`config.mk`:
```
export PLATFORM = sky130hd
export DESIGN_NAME = manchester_preamble_strip
export DESIGN_NICKNAME = d
export VERILOG_FILES = /design/src/rtl/manchester_pkg.sv /design/src/rtl/axis_pipe_reg.sv /design/src/rtl/manchester_preamble_strip.sv
export SDC_FILE = /design/constraint.sdc
export NUM_CORES = 1
export LEC_CHECK = 0
export CORE_MARGIN = 2
export CORE_UTILIZATION = 25
export DETAILED_ROUTE_END_ITERATION = 8
export HOLD_SLACK_MARGIN = 0.03
export PLACE_DENSITY = 0.43
export SYNTH_ARGS = -nofsm -noshare
export SYNTH_HDL_FRONTEND = slang
export SYNTH_SLANG_ARGS = --single-unit
```
`constraint.sdc`:
```
create_clock -name aclk -period 2.3 [get_ports aclk]
set_input_delay 0.46 -clock aclk [delete_from_list [all_inputs] [get_ports aclk]]
set_output_delay 0.46 -clock aclk [all_outputs]
set_load 0.02 [all_outputs]
```
`src/rtl/manchester_pkg.sv`:
```
// Shared constants and types for the Manchester receive framer.
// The preamble and start-word patterns are also used by the TX preamble inserter.
package manchester_pkg;

  localparam logic [7:0] PREAMBLE_PATTERN = 8'hAA;
  localparam logic [7:0] START_WORD       = 8'hD5;

  // The preamble counter saturates at this value.
  localparam logic [3:0] PRE_CNT_MAX = 4'd15;

  typedef enum logic [1:0] {
    StHunt,
    StPre,
    StPayload,
    StDrain
  } rx_state_e;

  localparam logic [1:0] ERR_NONE           = 2'b00;
  localparam logic [1:0] ERR_BAD_PREAMBLE   = 2'b01;
  localparam logic [1:0] ERR_SHORT_PREAMBLE = 2'b10;
  localparam logic [1:0] ERR_EARLY_LAST     = 2'b11;

endpackage

```
`src/rtl/axis_pipe_reg.sv`:
```
// One-deep AXI-Stream register slice carrying data and last.
// Ports:
//   aclk, aresetn       clock, asynchronous active-low reset
//   s_valid_i/s_ready_o upstream handshake, s_data_i/s_last_i upstream payload
//   m_valid_o/m_ready_i downstream handshake, m_data_o/m_last_o registered payload
// Accepts a new beat whenever the register is empty or is being drained in the
// same cycle, giving full throughput with one cycle of latency.
module axis_pipe_reg #(
  parameter int unsigned DataWidth = 8
) (
  input  logic                 aclk,
  input  logic                 aresetn,
  input  logic                 s_valid_i,
  output logic                 s_ready_o,
  input  logic [DataWidth-1:0] s_data_i,
  input  logic                 s_last_i,
  output logic                 m_valid_o,
  input  logic                 m_ready_i,
  output logic [DataWidth-1:0] m_data_o,
  output logic                 m_last_o
);

  logic                 valid_q, valid_d;
  logic [DataWidth-1:0] data_q, data_d;
  logic                 last_q, last_d;
  logic                 load;

  assign s_ready_o = !valid_q || m_ready_i;
  assign load      = s_valid_i && s_ready_o;

  always_comb begin
    valid_d = valid_q;
    data_d  = data_q;
    last_d  = last_q;
    if (load) begin
      valid_d = 1'b1;
      data_d  = s_data_i;
      last_d  = s_last_i;
    end else if (m_ready_i) begin
      valid_d = 1'b0;
    end
  end

  always_ff @(posedge aclk or negedge aresetn) begin
    if (!aresetn) begin
      valid_q <= 1'b0;
      data_q  <= '0;
      last_q  <= 1'b0;
    end else begin
      valid_q <= valid_d;
      data_q  <= data_d;
      last_q  <= last_d;
    end
  end

  assign m_valid_o = valid_q;
  assign m_data_o  = data_q;
  assign m_last_o  = last_q;

endmodule

```
`src/rtl/manchester_preamble_strip.sv`:
```
// Receive-side framer behind the Manchester decoder byte stream.
// Hunts for AA preamble bytes followed by a D5 start word, then forwards only the
// payload bytes (with tlast) as an AXI-Stream frame. Malformed frames are dropped
// and counted.
// Ports:
//   aclk, aresetn          clock, asynchronous active-low reset
//   s_axis_*               decoded byte stream in (tdata, tvalid, tready, tlast)
//   m_axis_*               payload stream out (tdata, tvalid, tready, tlast)
//   frame_ok_cnt           frames delivered (wraps)
//   frame_err_cnt          frames dropped (wraps)
//   err_pulse              one-cycle pulse per dropped frame
//   err_code               cause of the most recent drop, held until the next one
module manchester_preamble_strip
  import manchester_pkg::*;
#(
  parameter int unsigned DATA_WIDTH   = 8,
  parameter int unsigned MIN_PREAMBLE = 1,
  parameter int unsigned CNT_WIDTH    = 16
) (
  input  logic                  aclk,
  input  logic                  aresetn,
  input  logic [DATA_WIDTH-1:0] s_axis_tdata,
  input  logic                  s_axis_tvalid,
  output logic                  s_axis_tready,
  input  logic                  s_axis_tlast,
  output logic [DATA_WIDTH-1:0] m_axis_tdata,
  output logic                  m_axis_tvalid,
  input  logic                  m_axis_tready,
  output logic                  m_axis_tlast,
  output logic [CNT_WIDTH-1:0]  frame_ok_cnt,
  output logic [CNT_WIDTH-1:0]  frame_err_cnt,
  output logic                  err_pulse,
  output logic [1:0]            err_code
);

  if (DATA_WIDTH != 8) begin : gen_width_check
    $error("manchester_preamble_strip supports DATA_WIDTH = 8 only");
  end
  if (MIN_PREAMBLE > 15) begin : gen_min_pre_check
    $error("MIN_PREAMBLE must not exceed the saturating preamble count of 15");
  end

  localparam logic [3:0] MinPre = 4'(MIN_PREAMBLE);

  rx_state_e            state_q, state_d;
  logic [3:0]           pre_cnt_q, pre_cnt_d;
  logic [CNT_WIDTH-1:0] ok_cnt_q, ok_cnt_d;
  logic [CNT_WIDTH-1:0] err_cnt_q, err_cnt_d;
  logic                 err_pulse_q, err_pulse_d;
  logic [1:0]           err_code_q, err_code_d;
  // Holds tready low while in reset and for the first edge after release.
  logic                 run_q;

  logic                 pipe_ready;
  logic                 pipe_valid;
  logic                 in_beat;
  logic                 is_pre;
  logic                 is_start;
  logic                 raise_err;
  logic [1:0]           new_code;

  assign s_axis_tready = run_q && ((state_q == StPayload) ? pipe_ready : 1'b1);
  assign in_beat       = s_axis_tvalid && s_axis_tready;
  assign pipe_valid    = s_axis_tvalid && run_q && (state_q == StPayload);
  assign is_pre        = (s_axis_tdata == PREAMBLE_PATTERN);
  assign is_start      = (s_axis_tdata == START_WORD);

  always_comb begin
    state_d     = state_q;
    pre_cnt_d   = pre_cnt_q;
    ok_cnt_d    = ok_cnt_q;
    err_cnt_d   = err_cnt_q;
    err_code_d  = err_code_q;
    err_pulse_d = 1'b0;
    raise_err   = 1'b0;
    new_code    = ERR_NONE;

    if (in_beat) begin
      unique case (state_q)
        StHunt: begin
          if (is_pre && !s_axis_tlast) begin
            state_d   = StPre;
            pre_cnt_d = 4'd1;
          end
        end
        StPre: begin
          if (is_pre) begin
            if (s_axis_tlast) begin
              raise_err = 1'b1;
              new_code  = ERR_EARLY_LAST;
              state_d   = StHunt;
            end else if (pre_cnt_q != PRE_CNT_MAX) begin
              pre_cnt_d = pre_cnt_q + 4'd1;
            end
          end else if (is_start) begin
            if (pre_cnt_q < MinPre) begin
              raise_err = 1'b1;
              new_code  = ERR_SHORT_PREAMBLE;
              state_d   = s_axis_tlast ? StHunt : StDrain;
            end else if (s_axis_tlast) begin
              raise_err = 1'b1;
              new_code  = ERR_EARLY_LAST;
              state_d   = StHunt;
            end else begin
              state_d = StPayload;
            end
          end else begin
            raise_err = 1'b1;
            new_code  = ERR_BAD_PREAMBLE;
            state_d   = s_axis_tlast ? StHunt : StDrain;
          end
        end
        StPayload: begin
          if (s_axis_tlast) begin
            ok_cnt_d = ok_cnt_q + CNT_WIDTH'(1);
            state_d  = StHunt;
          end
        end
        StDrain: begin
          if (s_axis_tlast) begin
            state_d = StHunt;
          end
        end
        default: state_d = StHunt;
      endcase
    end

    if (raise_err) begin
      err_pulse_d = 1'b1;
      err_cnt_d   = err_cnt_q + CNT_WIDTH'(1);
      err_code_d  = new_code;
    end
  end

  always_ff @(posedge aclk or negedge aresetn) begin
    if (!aresetn) begin
      state_q     <= StHunt;
      pre_cnt_q   <= 4'd0;
      ok_cnt_q    <= '0;
      err_cnt_q   <= '0;
      err_pulse_q <= 1'b0;
      err_code_q  <= ERR_NONE;
      run_q       <= 1'b0;
    end else begin
      state_q     <= state_d;
      pre_cnt_q   <= pre_cnt_d;
      ok_cnt_q    <= ok_cnt_d;
      err_cnt_q   <= err_cnt_d;
      err_pulse_q <= err_pulse_d;
      err_code_q  <= err_code_d;
      run_q       <= 1'b1;
    end
  end

  axis_pipe_reg #(
    .DataWidth(DATA_WIDTH)
  ) u_out_reg (
    .aclk     (aclk),
    .aresetn  (aresetn),
    .s_valid_i(pipe_valid),
    .s_ready_o(pipe_ready),
    .s_data_i (s_axis_tdata),
    .s_last_i (s_axis_tlast),
    .m_valid_o(m_axis_tvalid),
    .m_ready_i(m_axis_tready),
    .m_data_o (m_axis_tdata),
    .m_last_o (m_axis_tlast)
  );

  assign frame_ok_cnt  = ok_cnt_q;
  assign frame_err_cnt = err_cnt_q;
  assign err_pulse     = err_pulse_q;
  assign err_code      = err_code_q;

endmodule
```
After elaboration in Yosys (flattened, before gate mapping)

Index checks and enable logic that the tools add are counted.
Widths: inputs -> output; s select.

Flip-flop bits (word level): 52
Bits in latches: 0
Memory bits (writable): 0
ROM bits: 0
Input port bits: 13
Logic and storage cells: 69
Memories kept: 0

$add $sub $neg: 3
Multiply operators: 0
Divide/modulo/power cells: 0
$lt $le $gt $ge: 1
Equal/unequal tests: 10
Shifts and indexed selects: 0
Muxes and demuxes: 29
Bitwise logic cells: 0
Reduce and logical (&&, ||, !) cells: 16

Operator list:

| kind                  | number |
|---|---|
| $add 16x1->16 const B | 2 |
| $mux 2                | 13 |
| $eq 8x8->1 const B    | 2 |
| $mux 4                | 4 |
| $mux 1                | 10 |
| $ne 2x2->1 const B    | 4 |
| $pmux 4 s2            | 1 |
| $logic_and 1x1->1     | 6 |
| $pmux 2 s3            | 1 |
| $reduce_and 6->1      | 1 |
| $add 4x1->4 const B   | 1 |
| $eq 2x2->1 const B    | 2 |
| $lt 4x1->1 const B    | 1 |
| $ne 4x4->1 const B    | 1 |
| $reduce_bool 2->1     | 2 |
| $reduce_and 3->1      | 1 |
| $eq 2x1->1 const B    | 1 |
| $logic_not 1->1       | 2 |
| $logic_not 2->1       | 1 |
| $reduce_and 2->1      | 1 |
| $reduce_or 2->1       | 1 |
| $logic_or 1x1->1      | 1 |

Depth between registers and ports, before layout

Gate-level depths: netlist of the first run.

Word-level depth: 7
Mapped depth: 7
Depth with buffers taken out: 6

By module

A second synthesis of the first run with hierarchy kept.

Cell total of the unflattened synthesis: 210
Area, all modules: 2426.1 um2

Modules (own cells, without submodules):

| module                    | instances | cells each | area an instance (um2) |
|---|---|---|---|
| manchester_preamble_strip | 1         | 188        | 2000.7 |
| axis_pipe_reg             | 1         | 22         | 425.4 |

Least setup slack after synthesis of the first run

OpenSTA, ideal clock, no wires.

Path kind: input to register
Start point: input s_axis_tdata[6]
End point: register err_cnt_q[1], in the netlist frame_err_cnt[1]
Library setup time: 0.128 ns
Arrival time: 1.605 ns
Required time: 2.172 ns
Setup slack: 0.567 ns
Stages on the path: 4
Path buffers: 0
Cell sequence: nand4bb_1 -> o311ai_4 -> nor2_2 -> mux2_1

Word-level cells in the longest chain between the ends: 5

RTL lines:

| element                | line                             | source |
|---|---|---|
| start: declaration     | manchester_preamble_strip.sv:22  | `input logic [DATA_WIDTH-1:0] s_axis_tdata,` |
| $eq 8x8->1             | manchester_preamble_strip.sv:66  | `assign is_start = (s_axis_tdata == START_WORD);` |
| $mux 1                 | manchester_preamble_strip.sv:95  | `end else if (is_start) begin` |
| $mux 1 *               | manchester_preamble_strip.sv:87  | `if (is_pre) begin` |
| $mux 1 *               | manchester_preamble_strip.sv:79  | `unique case (state_q)` |
| $mux 1 *               | manchester_preamble_strip.sv:78  | `if (in_beat) begin` |
| end signal: assignment | manchester_preamble_strip.sv:148 | `err_cnt_q <= err_cnt_d;` |
| end: declaration       | manchester_preamble_strip.sv:48  | `logic [CNT_WIDTH-1:0] err_cnt_q, err_cnt_d;` |

Mark *: on every way between the ends. The rest lies on a longest branch, timed or not.
A chain may end at the register's enable or synchronous reset.

Final worst setup path of the first run

Start point: input m_axis_tready
End point: output s_axis_tready

Word-level cells in the longest chain between the ends: 3

RTL lines:

| element            | line                            | source |
|---|---|---|
| start: declaration | manchester_preamble_strip.sv:28 | `input logic m_axis_tready,` |
| $logic_or 1x1->1   | axis_pipe_reg.sv:28             | `assign s_ready_o = !valid_q \|\| m_ready_i;` |
| $mux 1             | manchester_preamble_strip.sv:62 | `assign s_axis_tready = run_q && ((state_q == StPayload) ? pipe_ready : 1'b1);` |
| $logic_and 1x1->1  | manchester_preamble_strip.sv:62 |  |
| end: declaration   | manchester_preamble_strip.sv:24 | `output logic s_axis_tready,` |

No other way between the ends.

==> impl_metrics.csv, run 1 <==
group,metric,value,unit
run_status,status,"complete, no violations",
critical_path,crit_fanout,2,
power_and_ir_drop,power.total,2.262,mW
placed_design,numPortBuffers,58,
critical_path,criticalPathCategory,"primary input to output port",
layout,layout-drive-gt1-share,0.1502,
sta,max_freq,479.5,MHz
clocking,clk_latency,0.30,ns
critical_path,worstSetupEndpoint,"s_axis_tready",
critical_path,cp.required,1.84,ns
global_routing,grt_pass1_vias,1846,
layout,postLayoutCellArea,3480,sq um
yosys,synth_edf_count,0,
placed_design,postPlaceCellArea,3359,sq um
yosys,avgSynthCellArea,11.67,sq um
layout,num-fill-cells,1049,
sta,setup_viol,0,
route,drc_errors,0,
job,drv_cap,0,
power_and_ir_drop,peakVddDrop,476.4,uV
layout,nNetsFinal,309,
clocking,htreeDepth,2,
clocking,cts_tree,"done",
power_and_ir_drop,powerDensity,650.1,nW/um^2
route,vias_per_cell,4.411,
sta,setup_tns,0,ns
yosys,postSynth.asyncResetShare,1.000,
critical_path,cp.arrival,1.63,ns
clocking,numCtsBuffers,5,
yosys,yosysSeqAreaShare,0.5138,
yosys,synthFlopType,"dfrtp_1",
floorplanning,num_rows,36,
yosys,synth_cell_types,46,
sta,skew,0.005627,ns
hold_path,min_path_type,"primary input to asynchronous set/reset pin",
sta,hold_viol,0,
critical_path,r2r_cells,7,
sta,fin_crit,2.086,ns
clocking,clk_root_buffer_cell,"clkbuf_8",
critical_path,r2r-start,"pre_cnt_q[0]$_DFFE_PN0P_",
route,wl_per_cell,13.54,microns
placed_design,dpl.hpwl,4337,microns
clocking,cts_sinks,52,
global_routing,antenna_found_initial,0,
floorplanning,core_area,9819,sq um
yosys,netlist_instances,217,
floorplanning,io_pins,59,
global_routing,grt_max_degree,34,
placed_design,gp_congestion,0.7563,
layout,antenna_cells,0,
clocking,path_clk_slew,0.09,ns
route,first_pass_iters,4,
clocking,cts_max_path_buffers,2,
sta,hold_slack,0.1089,ns
critical_path,r2r_slack,0.44,ns
global_routing,grt_use_total,0.1107,
global_routing,gr-total-overflow,0,
route,ant_nets,0,
yosys,syn_area,2532,sq um
clocking,cts_setup_buffers,0,
floorplanning,die_w,104.6,microns
yosys,syn_nets,234,
yosys,synth_seq_cells,52,
floorplanning,start_util,0.2579,
floorplanning,die_h,104.6,microns
floorplanning,die_area,10950,sq um
layout,syn2layout_area_growth,37.40,%
layout,final_cells,426,
route,num_vias,1879,
placed_design,placed_cells,418,
critical_path,cp-startpoint,"m_axis_tready",
critical_path,reg2reg_to,"frame_err_cnt[13]$_DFFE_PN0P_",
route,drt_iter0_markers,63,
sta,grt_setup_unrepaired,"no",
sta,drv_slew,0,
critical_path,cp-end-kind,"output port",
power_and_ir_drop,p_leak,1.536,nW
critical_path,start_kind,"primary input",
yosys,yosys_warnings,0,
global_routing,grt_pass1_wl,9763,microns
sta,period_share,0.9068,
route,wl,5769,microns
placed cells by master (no fill, tap or decap), types with 2 or more instances in the layout:
cell type,synthesis,routed
nand4bb_1,4,4
nor4b_1,3,3
nor3_2,2,2
o21ai_0,8,8
xnor2_1,9,9
nor2_2,2,2
nor4_4,2,2
buf_4,0,13
and2_1,3,3
nor4_1,7,7
and4_1,2,2
inv_1,5,5
nor3_1,6,6
nand3_1,13,13
clkbuf_8,0,6
nand4_1,7,7
clkdlybuf4s50_1,0,56
mux2_2,9,9
dfrtp_1,52,52
and3_1,5,5
nor2_1,6,6
ha_1,4,4
xor2_1,21,21
a21oi_1,3,3
nand2b_1,3,3
nand2_1,16,16
synthesized netlist by cell type (2+ instances only):
library cell	number	share of area
a21oi_1	3	0.0059
and2_1	3	0.0074
and3_1	5	0.012
and4_1	2	0.0069
buf_2	2	0.0040
buf_6	2	0.0089
dfrtp_1	52	0.51
ha_1	4	0.020
inv_1	5	0.0074
mux2_2	9	0.040
nand2_1	16	0.024
nand2b_1	3	0.0074
nand3_1	13	0.026
nand4_1	7	0.017
nand4bb_1	4	0.018
nor2_1	6	0.0089
nor2_2	2	0.0049
nor3_1	6	0.012
nor3_2	2	0.0079
nor4_1	7	0.017
nor4_4	2	0.017
nor4b_1	3	0.010
o21ai_0	8	0.016
xnor2_1	9	0.031
xor2_1	21	0.073
how the worst min path moves through the flow:
stage	endpoint	cells after the start	slack [ns]	startpoint
final	pre_cnt_q[0]$_DFFE_PN0P_	1	0.11	aresetn
after global routing	frame_ok_cnt[5]$_DFFE_PN0P_	1	0.14	aresetn
after CTS	frame_ok_cnt[1]$_DFFE_PN0P_	1	0.13	aresetn
after detailed placement	pre_cnt_q[0]$_DFFE_PN0P_	1	0.46	aresetn
after global placement	frame_err_cnt[15]$_DFFE_PN0P_	1	0.46	frame_err_cnt[15]$_DFFE_PN0P_
after floorplan	err_code[0]$_DFFE_PN0P_	0	0.16	aresetn
cells by family (layout without fill, tap and decap cells):
| logic type | after synthesis | count (layout) | share of synthesized area |
|---|---|---|---|
| simple gates | 91 | 91 | 0.2386 |
| flops | 52 | 52 | 0.5138 |
| xor+xnor | 30 | 30 | 0.1038 |
| compound gates | 20 | 20 | 0.05781 |
| mux | 10 | 10 | 0.04447 |
| buf+inv | 9 | 85 | 0.02026 |
| fa+ha+maj | 4 | 4 | 0.01976 |
| other cells | 1 | 1 | 0.001481 |
stage by stage:
step | utilization | worst slack, ns
after detailed placement | 0.3421 | -0.02941
after global placement | 0.3421 | -0.02547
after CTS | 0.3544 | 0.1888
after global routing | 0.3544 | 0.1642
after floorplan | - | 0.5673
final | 0.3544 | 0.2143
registers in the layout, indices dropped and copies added (netlist names):
name and cells:
u_out_reg.m_data_o 8, err_code 2, state_q 2, err_pulse 1
pre_cnt_q 4, frame_err_cnt 16, u_out_reg.m_last_o 1, u_out_reg.m_valid_o 1
frame_ok_cnt 16, run_q 1
routing by layer:
layer	GRT usage	wire length, microns
met2	0.1634	2604
met4	0.03429	57
met3	0.02682	238
met1	0.1593	2869
met5	0	0
area by class of cell:
| class | count | area (sq um) | share of cell area |
|---|---|---|---|
| Clock buffer | 6 | 82.58 | 0.02373 |
| Clock inverter | 2 | 38.79 | 0.01115 |
| Timing Repair Buffer | 72 | 691.9 | 0.1988 |
| Inverter | 5 | 18.77 | 0.005394 |
| Sequential cell | 52 | 1301 | 0.3740 |
| Tap cell | 133 | 166.4 | 0.04782 |
| Multi-Input combinational cell | 156 | 1180 | 0.3391 |
worst max-delay path, cell delays in order:
cell	delay [ns]
clkdlybuf4s50_1	0.42
nand2b_1	0.18
o31a_1	0.24
dlygate4sd2_1	0.32
what timing repair did:
action	in CTS	in global routing
endpoints found under the setup margin	1	0
hold endpoints to repair	0	0
hold buffers	0	0
resized for setup	1	0
power breakdown:
part / switching, mW / internal (mW) / leakage, nW
logic: 0.239 / 0.264 / 0.785
clock network: 0.311 / 0.356 / 0.0614
registers: 0.0890 / 1.00 / 0.689
total: 0.638 / 1.62 / 1.54
Note: power is estimated with default switching activity, not from simulation.
==> run 2, diff against run 1 <==
--- a/config.mk
+++ b/config.mk
@@ -10,6 +10,7 @@
 export DETAILED_ROUTE_END_ITERATION = 8
 export HOLD_SLACK_MARGIN = 0.03
 export PLACE_DENSITY = 0.43
+export SKIP_LAST_GASP = 1
 export SYNTH_ARGS = -nofsm -noshare
 export SYNTH_HDL_FRONTEND = slang
 export SYNTH_SLANG_ARGS = --single-unit
==> results of run 2 <==
No change in the layout: final DEF, timing and power equal those of run 1.
==> run 3, diff against run 2 <==
--- a/config.mk
+++ b/config.mk
@@ -5,7 +5,7 @@
 export SDC_FILE = /design/constraint.sdc
 export NUM_CORES = 1
 export LEC_CHECK = 0
-export CORE_MARGIN = 2
+export CORE_MARGIN = 10
 export CORE_UTILIZATION = 25
 export DETAILED_ROUTE_END_ITERATION = 8
 export HOLD_SLACK_MARGIN = 0.03
@@ -13,4 +13,5 @@
 export SKIP_LAST_GASP = 1
 export SYNTH_ARGS = -nofsm -noshare
 export SYNTH_HDL_FRONTEND = slang
+export SYNTH_HIERARCHICAL = 1
 export SYNTH_SLANG_ARGS = --single-unit
==> impl_metrics.csv, run 3 <==
group,metric,value,unit
run_status,status,"complete, no violations",
global_routing,gr-total-overflow,0,
layout,ff_latch_area,1301,sq um
clocking,holdBufCountCts,0,
sta,fin_crit,2.233,ns
sta,skew,0.005510,ns
yosys,synth-simple-area-share,0.2022,
yosys,avgSynthCellArea,11.55,sq um
yosys,syn_nets,227,
yosys,synth_mux_area_frac,0.06498,
layout,final_common_cell,"clkdlybuf4s50_1",
clocking,cts_setup_buffers,0,
global_routing,antenna_found_initial,0,
power_and_ir_drop,p_sw_frac,0.3115,
yosys,syn_area,2426,sq um
yosys,netlist_instances,210,
critical_path,cp.arrival,1.77,ns
placed_design,numPortBuffers,58,
sta,setup_viol,0,
layout,syn2layout_area_growth,39.20,%
floorplanning,die_w,118.5,microns
global_routing,grt_pass1_wl,9577,microns
yosys,synthFlopType,"dfrtp_1",
route,vias_per_cell,4.258,
power_and_ir_drop,internal_power,1.703,mW
yosys,synth_compound_area_frac,0.05054,
layout,num-fill-cells,985,
critical_path,crit_fanout,2,
critical_path,criticalPathCategory,"primary input to output port",
yosys,yosysSeqAreaShare,0.5364,
yosys,postSynth.asyncResetShare,1.000,
power_and_ir_drop,p_leak,1.567,nW
floorplanning,io_pins,59,
placed_design,postPlaceCellArea,3299,sq um
layout,final_cell_mix,"clkdlybuf4s50_1 (57), dfrtp_1 (52), nand2_1 (19), buf_4 (19), xor2_1 (17)",
clocking,path_clk_slew,0.09,ns
critical_path,cp.required,1.84,ns
yosys,synth_cell_types,39,
floorplanning,die_h,118.5,microns
layout,layout-drive-gt1-share,0.1557,
layout,nNetsFinal,306,
clocking,clk_latency,0.30,ns
power_and_ir_drop,power.total,2.474,mW
sta,slew_headroom,0.6061,
hold_path,min_path_type,"primary input to asynchronous set/reset pin",
layout,multiInputGateArea,1087,sq um
sta,worstMarginPinSlew,0.5908,ns
yosys,synth.most_common_cell,"dfrtp_1",
yosys,yosys_warnings,6,
route,first_pass_iters,4,
route,drc_errors,0,
yosys,synth_top_family_by_area,"simple AND/OR/NAND/NOR gates",
yosys,synthTopCellsByArea,"dfrtp_1 (54%), xor2_1 (6.1%), mux2_4 (5.6%)",
power_and_ir_drop,powerDensity,732.5,nW/um^2
placed_design,gp_congestion,0.7056,
power_and_ir_drop,p_clk_frac,0.202,
clocking,htreeDepth,2,
floorplanning,num_rows,35,
power_and_ir_drop,pwr-share-seq,0.482,
sta,period_share,0.9711,
global_routing,grt_pass1_vias,1875,
yosys,synth_top_cell_area_share,0.5364,
floorplanning,die_area,14040,sq um
layout,postLayoutCellArea,3377,sq um
clocking,cts_sinks,52,
clocking,clk_root_buffer_cell,"clkbuf_8",
floorplanning,core_area,9328,sq um
job,drv_cap,0,
clocking,cts_resized,0,
route,ant_nets,0,
yosys,synth_common_cells,"dfrtp_1 (52), nand2_1 (19), xor2_1 (17)",
yosys,synth_xor_area_frac,0.1083,
power_and_ir_drop,p_switching,0.7706,mW
sta,drv_slew,0,
clocking,cts_max_path_buffers,2,
global_routing,grt_use_total,0.08166,
layout,antenna_cells,0,
route,num_vias,1780,
route,drt_iter0_markers,31,
global_routing,grt_max_degree,29,
route,wl_per_cell,13.49,microns
sta,hold_viol,0,
route,wl,5637,microns
placed_design,dpl.hpwl,4259,microns
yosys,synthAdderAreaFrac,0.02063,
power_and_ir_drop,comb_power_share,0.316,
clocking,numCtsBuffers,5,
critical_path,cp-end-kind,"output port",
power_and_ir_drop,peakVddDrop,385.9,uV
sta,max_freq,447.7,MHz
clocking,cts_tree,"done",
yosys,yosysTopAreaCell,"dfrtp_1",
yosys,synth_seq_cells,52,
critical_path,start_kind,"primary input",
sta,grt_setup_unrepaired,"no",
yosys,synth_edf_count,0,
floorplanning,start_util,0.2601,
## run 3: cell count changes after synthesis, sizes merged, moves of 3 or more
cell,previous run,this run
nor4,9,3
nand2,16,21
nand4bb,4,0
xnor2,9,13
xor2,21,17
clkbuf,0,3
nand3,13,10
nor4b,3,0
## run 3: kinds of logic (layout without fill, tap and decap cells)
family,after synthesis,count (layout)
muxes,11,11
DFF,52,52
adders and majority gates,4,4
buffers and inverters,9,88
xor gates and xnor gates,30,30
AOI/OAI and AO/OA,19,19
and+or+nand+nor,84,84
other,1,1
## run 3: path summary, 6_finish.rpt
check	from	to	slack (ns)	cells after the start
max in group asynchronous	aresetn	frame_err_cnt[12]$_DFFE_PN0P_	1.58	2
min in group aclk	frame_ok_cnt[15]$_DFFE_PN0P_	frame_ok_cnt[15]$_DFFE_PN0P_	0.47	1
worst max-delay path	m_axis_tready	s_axis_tready	0.07	4
worst min register to register	frame_ok_cnt[15]$_DFFE_PN0P_	frame_ok_cnt[15]$_DFFE_PN0P_	0.47	1
worst min-delay path	aresetn	frame_ok_cnt[2]$_DFFE_PN0P_	0.15	1
worst max register to register	pre_cnt_q[0]$_DFFE_PN0P_	frame_err_cnt[1]$_DFFE_PN0P_	0.29	7
## run 3: routing by layer
layer  track usage  vias up  routed length, microns
li1              -      894                       -
met3       0.03760        2                     427
met1       0.09859      839                    2597
met4       0.02061        0                      25
met5             0        -                       0
met2        0.1290       45                    2587
## run 3: worst max-delay path, stage by stage
cell	delay, ns
clkdlybuf4s50_1	0.40
nand2b_4	0.14
o31a_1	0.24
clkdlybuf4s50_1	0.54
## run 3: per-stage QoR
step	setup slack, ns	hold slack, ns	TNS, ns	instances	utilization
after floorplan	0.2863	0.1644	0	210	-
after global placement	-0.08982	0.4615	-0.9592	411	0.3537
after detailed placement	-0.09311	0.4660	-0.7495	411	0.3537
after CTS	0.04630	0.1685	0	418	0.3620
after global routing	0.01503	0.1882	0	418	0.3620
final	0.06651	0.1522	0	418	0.3620
## run 3: power by group through the flow
stage | Combinational [mW] | Sequential (mW) | Clock (mW)
2_1_floorplan | 0.230 | 1.36 | 0
3_3_place_gp | 0.803 | 1.21 | 0
3_5_place_dp | 0.797 | 1.21 | 0
4_1_cts | 0.801 | 1.20 | 0.541
5_1_grt | 0.850 | 1.22 | 0.568
6_report | 0.781 | 1.19 | 0.501
## run 3: cell type report
| class | count | area share |
|---|---|---|
| tap | 129 | 0.04780 |
| multi-input combinational | 149 | 0.3220 |
| timing repair buffer | 78 | 0.2186 |
| clock buffer | 6 | 0.02149 |
| clock inverter | 1 | 0.001482 |
| sequential | 52 | 0.3853 |
| inverter | 3 | 0.003335 |
